===== src/rtl/mem_port_arbiter.sv =====
// Arbiter sharing one single-port, variable-latency memory between the fetch (I)
// and memory-stage (D) requesters, with bounded D priority and an ack watchdog.
module mem_port_arbiter #(
  parameter int AW           = 16,
  parameter int DW           = 16,
  parameter int TIMEOUT      = 15,
  parameter int MAX_D_STREAK = 3
) (
  input  logic          clk,
  input  logic          rst,
  input  logic          i_req,
  input  logic [AW-1:0] i_addr,
  output logic [DW-1:0] i_rdata,
  output logic          i_done,
  output logic          i_stall,
  input  logic          d_req,
  input  logic          d_we,
  input  logic [AW-1:0] d_addr,
  input  logic [DW-1:0] d_wdata,
  output logic [DW-1:0] d_rdata,
  output logic          d_done,
  output logic          d_stall,
  output logic          mem_req,
  output logic          mem_we,
  output logic [AW-1:0] mem_addr,
  output logic [DW-1:0] mem_wdata,
  input  logic [DW-1:0] mem_rdata,
  input  logic          mem_ack,
  output logic          err,
  input  logic          err_clr,
  output logic [1:0]    o_dbg_state
);

  typedef enum logic [1:0] {
    S_IDLE = 2'd0,
    S_BUSY = 2'd1,
    S_DONE = 2'd2
  } state_t;

  localparam int SW = (MAX_D_STREAK < 2) ? 1 : $clog2(MAX_D_STREAK + 1);
  localparam logic [SW-1:0] STREAK_MAX = SW'(MAX_D_STREAK);
  localparam logic [7:0]    WDOG_LAST  = 8'(TIMEOUT - 1);

  state_t        r_state;
  state_t        w_next_state;
  logic          r_owner;        // 0 = I, 1 = D
  logic [SW-1:0] r_streak;
  logic [7:0]    r_wdog;
  logic [AW-1:0] r_mem_addr;
  logic [DW-1:0] r_mem_wdata;
  logic          r_mem_we;
  logic [DW-1:0] r_i_rdata;
  logic [DW-1:0] r_d_rdata;
  logic          r_err;

  logic w_any_req;
  logic w_grant_d;
  logic w_wdog_expired;
  logic w_timeout;

  // D wins a tie unless it has already taken MAX_D_STREAK grants past a waiting I.
  assign w_any_req      = i_req | d_req;
  assign w_grant_d      = d_req & (~i_req | (r_streak != STREAK_MAX));
  assign w_wdog_expired = (r_wdog == WDOG_LAST);
  assign w_timeout      = (r_state == S_BUSY) & w_wdog_expired & ~mem_ack;

  always_ff @(posedge clk or negedge rst) begin
    if (!rst) r_state <= S_IDLE;
    else      r_state <= w_next_state;
  end

  always_comb begin
    w_next_state = r_state;
    case (r_state)
      S_IDLE:  if (w_any_req) w_next_state = S_BUSY;
      S_BUSY:  if (mem_ack || w_wdog_expired) w_next_state = S_DONE;
      S_DONE:  w_next_state = S_IDLE;
      default: w_next_state = S_IDLE;
    endcase
  end

  always_comb begin
    mem_req = 1'b0;
    mem_we  = 1'b0;
    i_done  = 1'b0;
    d_done  = 1'b0;
    case (r_state)
      S_BUSY: begin
        mem_req = 1'b1;
        mem_we  = r_mem_we;
      end
      S_DONE: begin
        i_done = ~r_owner;
        d_done = r_owner;
      end
      default: ;
    endcase
  end

  always_ff @(posedge clk or negedge rst) begin
    if (!rst) begin
      r_owner     <= 1'b0;
      r_streak    <= '0;
      r_wdog      <= '0;
      r_mem_addr  <= '0;
      r_mem_wdata <= '0;
      r_mem_we    <= 1'b0;
      r_i_rdata   <= '0;
      r_d_rdata   <= '0;
    end else begin
      case (r_state)
        S_IDLE: begin
          if (w_any_req) begin
            r_owner    <= w_grant_d;
            r_mem_addr <= w_grant_d ? d_addr : i_addr;
            r_mem_we   <= w_grant_d & d_we;
            if (w_grant_d) r_mem_wdata <= d_wdata;
            if (w_grant_d && i_req) begin
              if (r_streak != STREAK_MAX) r_streak <= r_streak + 1'b1;
            end else begin
              r_streak <= '0;
            end
          end
        end
        S_BUSY: begin
          // An ack in the final watchdog cycle still delivers its data.
          if (mem_ack) begin
            r_wdog <= '0;
            if (!r_mem_we) begin
              if (r_owner) r_d_rdata <= mem_rdata;
              else         r_i_rdata <= mem_rdata;
            end
          end else if (w_wdog_expired) begin
            r_wdog <= '0;
            if (!r_mem_we) begin
              if (r_owner) r_d_rdata <= '0;
              else         r_i_rdata <= '0;
            end
          end else begin
            r_wdog <= r_wdog + 8'd1;
          end
        end
        default: ;
      endcase
    end
  end

  always_ff @(posedge clk or negedge rst) begin
    if (!rst)           r_err <= 1'b0;
    else if (w_timeout) r_err <= 1'b1;
    else if (err_clr)   r_err <= 1'b0;
  end

  assign i_rdata     = r_i_rdata;
  assign d_rdata     = r_d_rdata;
  assign i_stall     = i_req & ~i_done;
  assign d_stall     = d_req & ~d_done;
  assign mem_addr    = r_mem_addr;
  assign mem_wdata   = r_mem_wdata;
  assign err         = r_err;
  assign o_dbg_state = r_state;

endmodule


===== config.mk =====
export PLATFORM = sky130hd
export DESIGN_NAME = mem_port_arbiter
export DESIGN_NICKNAME = d
export VERILOG_FILES = /design/src/rtl/mem_port_arbiter.sv
export SDC_FILE = /design/constraint.sdc
export NUM_CORES = 1
export LEC_CHECK = 0
export ABC_AREA = 1
export CAP_MARGIN = 15
export CORE_MARGIN = 10
export CORE_UTILIZATION = 39
export DETAILED_ROUTE_END_ITERATION = 8
export GPL_TIMING_DRIVEN = 0
export PLACE_DENSITY = 0.76
export SLEW_MARGIN = 5
export SYNTH_ARGS = -nofsm -noshare
export SYNTH_HDL_FRONTEND = slang
export SYNTH_SLANG_ARGS = --single-unit

===== constraint.sdc =====
create_clock -name clk -period 1.4 [get_ports clk]
set_input_delay 0.28 -clock clk [delete_from_list [all_inputs] [get_ports clk]]
set_output_delay 0.28 -clock clk [all_outputs]
set_load 0.05 [all_outputs]

# Word level (Yosys, flattened, before mapping)
# Index checks and enable logic that the tools add are counted.
[totals]
register_bits = 79
input_bits = 71
output_inout_bits = 73
elab_cells = 70
[op_classes]
n_addsub = 2
eq_ne = 7
muxes = 26
bitwise_logic = 14
n_reduce_logical = 11
[ops]
columns = ["op", "count"]
rows = [
  ["two-way mux 16 bit", 13],
  ["two-way mux 8 bit", 2],
  ["adder 8 x 1 -> 8 bit, second input constant", 1],
  ["equality test 8 x 4 -> 1 bit, second input constant", 1],
  ["two-way mux 2 bit", 4],
  ["AND reduction 4 bit", 2],
  ["bitwise AND 1 bit", 6],
  ["two-way mux 1 bit", 6],
  ["!= test 2 bit, second input constant", 3],
  ["NOT 1 bit", 6],
  ["AND reduction 3 bit", 2],
  ["one-hot mux 2 bit (2 select lines)", 1],
  ["AND reduction 2 bit", 2],
  ["nonzero test 2 bit", 2],
  ["adder 2 x 1 -> 2 bit, second input constant", 1],
  ["equality test 2 x 1 -> 1 bit, second input constant", 1],
  ["equality test 2 bit, second input constant", 1],
  ["logical NOT 2 bit", 1],
  ["!= test 2 x 1 -> 1 bit, second input constant", 1],
  ["OR 1 bit", 2],
  ["logical AND 1 bit", 1],
  ["logical OR 1 bit", 1],
]

# Longest topological paths before layout
[logic_depth]
depth_word = 6
mapped_depth = 8
depth_no_buf = 7

# Least setup slack after synthesis
# No wires, ideal clock.
[synth_path]
kind = "reg-to-output"
start = "reg r_state[0] (netlist: o_dbg_state[0])"
end = "out mem_we"
arrival_ps = 1904
required_time_ps = 1120
path_slack_ps = -784
stages_incl_launch_ff = 5
n_path_buf = 0
path_cell_list = "dfrtp_1 -> inv_2 -> nor2_4 -> inv_4 -> nor2_1"
[synth_via]
elab_chain_len = 2
[synth_rtl]
columns = ["element", "line", "source"]
rows = [
  ["from (decl)", "44", "state_t r_state;"],
  ["from (signal assigned)", "69", "else r_state <= w_next_state;"],
  ["equality test 2 x 1 -> 1 bit", "87", "case (r_state)"],
  ["two-way mux 1 bit", "87", ""],
  ["to (decl)", "24", "output logic mem_we,"],
]
# Every way passes these cells.

# Worst setup path in the final report
[layout_path]
start = "reg r_state[1] (netlist: o_dbg_state[1])"
end = "out mem_we"
# The elaborated chain is that of the path after synthesis.

==> qor.yml <==
outcome:
  status: "finished with violations"
  violations: "negative setup slack"
drt:
  ant_nets: 0
  totalWireLength_um: 11730
  dr.first_iter.drc_count: 151
  vias_per_cell: 4.953
  drc_errors: 0
  wl_per_cell_um: 16.04
  drtPass1Iterations: 7
  vias: 3621
final_layout:
  fin_nets: 689
  utilization_pct: 63.14
  area_growth_pct: 59.50
  antennaDiodeCount: 0
  layout_common_cells: "120 x nand2_1, 75 x dfrtp_1, 68 x clkdlybuf4s50_1"
  fillers: 776
  final_common_cell: "nand2_1"
  drive_above_1_share_pct: 35.00
sta:
  rsz0062_at_grt: "yes"
  period_needed_ps: 1582
  worst_pin_slew_ps: 470.7
  fin_crit_sh_pct: 113.0
  final-setup-viol-count: 44
  fin_tns_setup_ps: -4208
  drv_slew: 0
  hold-worst-slack_ps: 368.3
  hold_viol_final: 0
  max-slew-margin-rel_pct: 68.62
  fin_skew_ps: 7.859
  finalWorstSetupSlack_ps: -182.4
  fmax_mhz: 631.9
setup_path:
  crit_path_frequent_cell: "nor2_4"
  r2r_cells: 8
  crit_type: "reg2out"
  crit_arrival_ps: 1300
  critPathCaptureType: "output pin"
  r2r-start: "r_wdog[0]"
  path_buf_inv: 2
  cp_top_family: "flip-flops"
  r2r-end: "d_rdata[3]"
  cp_slowest_cell: "dfrtp_2"
  worst-path-max-fanout: 4
  critPathRequiredTime_ps: 1120
  crit_chain: "nor2_4, inv_4, nor2_4, buf_8"
  regToRegSetupSlack_ps: -120
  cp_slowest_stage_delay_ps: 460
  startpoint_type: "register"
clocking:
  cts-root-buf: "clkbuf_8"
  max-clock-path-buffers: 2
  clkSinkCount: 79
  path_clk_slew_ps: 80
  numCtsBuffers: 9
  worstSkewPairLatency_ps: 350
  cts.htree.levels: 3
  cts_tree: "built"
grt:
  grt_pass1_wl_um: 19110
  grt_usage_pct: 17.68
  grt_pass1_vias: 3796
  grt_max_degree: 57
  globalRoute.totalOverflow: 0
  antenna_found_initial: 0
floorplan:
  io_pins: 144
  die_x_um: 116.4
  core-area_um2: 9153
  dieArea_um2: 13550
  die_h_um: 116.4
  start_util_pct: 39.59
  rows: 35
power_and_ir_drop:
  power_density_nw_per_um2: 2334
  peakVddDrop_mv: 1.222
  p_leak_uw: 0.002927
logic_synthesis:
  yosysSeqAreaShare_pct: 54.56
  ys_seq_elements: 79
  yosys_warnings: 0
  synth.avg_cell_area_um2: 8.330
  synthesis.nets: 509
  synth_cell_type_count: 25
  syn_inst: 435
  netlist_area_um2: 3623
place:
  place_ws_ps: -800.2
  port_buffers: 142
  hpwl_um: 8455
  gp_congestion: 0.8226
hold_path:
  hp-class: "in2async"
job:
  maxCapViolations: 0
## through the flow
step / area (µm²) / std cells / total power (µW)
floorplan: 3657 / 435 / 8505
global placement: 5218 / 688 / 11100
detailed placement: 5243 / 689 / 11240
CTS: 5891 / 730 / 13650
global route: 5779 / 731 / 14270
finish: 5779 / 731 / 13490
## per-layer routing
metal | wire, µm | GRT usage (%) | share of wire [%] | vias up
li1 | - | - | - | 1755
met1 | 4694 | 20.97 | 40 | 1704
met2 | 5578 | 28.02 | 48 | 153
met3 | 1354 | 8.680 | 12 | 9
met4 | 99 | 4.504 | 0.84 | 0
met5 | 0 | 0 | 0 | -
## power by group
part | leakage (µW) | internal (µW) | switching [µW] | total [µW]
Clock | 0.000114 | 1100 | 829 | 1930
Combinational | 0.00180 | 2290 | 5390 | 7680
Sequential | 0.00101 | 3210 | 673 | 3880
Total | 0.00293 | 6600 | 6890 | 13500
## worst register-to-register path: stages (launching register included)
cell	delay (ps)
dfrtp_1	390
inv_2	80
ha_4	140
nand3_4	80
o21bai_4	290
nand3_4	160
buf_6	170
nand2_2	50
nand2_1	50
## kinds of logic after synthesis
| logic type | after synthesis | share of synthesized area [%] |
|---|---|---|
| and+or+nand+nor | 247 | 29.87 |
| DFF | 79 | 54.56 |
| buffers and inverters | 56 | 6.975 |
| AOI/OAI and AO/OA | 48 | 7.079 |
| adders and majority gates | 3 | 1.036 |
| xor gates and xnor gates | 2 | 0.4835 |
## flip-flops by register name, summed over array words and instances (netlist names)
register / cells
mem_addr: 16
r_mem_we: 1
d_rdata: 16
o_dbg_state: 2
i_rdata: 16
err: 1
r_owner: 1
mem_wdata: 16
r_wdog: 8
r_streak: 2
## synthesized netlist by cell type
| cell type | number | area, µm² |
|---|---|---|
| buf_4 | 4 | 30.03 |
| o21ai_1 | 1 | 5.000 |
| xnor2_1 | 1 | 8.760 |
| o21bai_4 | 1 | 18.77 |
| clkinv_1 | 2 | 7.510 |
| inv_4 | 1 | 6.260 |
| ha_1 | 3 | 37.54 |
| nor2_1 | 30 | 112.6 |
| nand3_2 | 1 | 10.01 |
| inv_1 | 32 | 120.1 |
| nor2_4 | 3 | 33.78 |
| a21oi_1 | 1 | 5.000 |
| clkbuf_1 | 6 | 22.52 |
| nand3_1 | 9 | 45.04 |
| nand2_1 | 167 | 626.9 |
| buf_2 | 8 | 40.04 |
| nand2_2 | 1 | 6.260 |
| nand3_4 | 2 | 35.03 |
| nand4_1 | 34 | 212.7 |
| dfrtp_1 | 79 | 1977 |
| o21ai_0 | 44 | 220.2 |
| inv_2 | 1 | 3.750 |
| o21bai_1 | 1 | 7.510 |
| buf_6 | 2 | 22.52 |
| xor2_1 | 1 | 8.760 |
## what timing repair did
action | in CTS | in global routing
gates cloned | 2 | 0
hold buffers | 1 | 0
gates resized for setup | 348 | 126
setup buffers | 22 | 2
endpoints found under the setup margin | 132 | 121
endpoints found under the hold margin | 23 | 0
pin swaps | 10 | 6
## worst max-delay path by stage
| stage | from | end | slack, ps | depth (start not counted) |
|---|---|---|---|---|
| 2_1_floorplan | o_dbg_state[0] | d_rdata[10] | -400 | 8 |
| 3_3_place_gp | rst | o_dbg_state[1] | -3080 | 1 |
| 3_5_place_dp | r_mem_we | mem_we | -800 | 4 |
| 4_1_cts | o_dbg_state[1] | mem_we | -210 | 4 |
| 5_1_grt | o_dbg_state[0] | mem_we | -230 | 5 |
| 6_report | o_dbg_state[1] | mem_we | -180 | 4 |
## final cells by class
class / count / area (µm²) / share of cell area (%)
Tap cell: 111 / 138.9 / 2.403
Buffer: 20 / 168.9 / 2.923
Clock buffer: 13 / 158.9 / 2.750
Timing Repair Buffer: 169 / 1454 / 25.16
Inverter: 36 / 155.1 / 2.685
Multi-Input combinational cell: 300 / 1657 / 28.66
Clock inverter: 3 / 65.06 / 1.126
Sequential cell: 79 / 1982 / 34.29
Note: power is estimated with default switching activity, not from simulation.
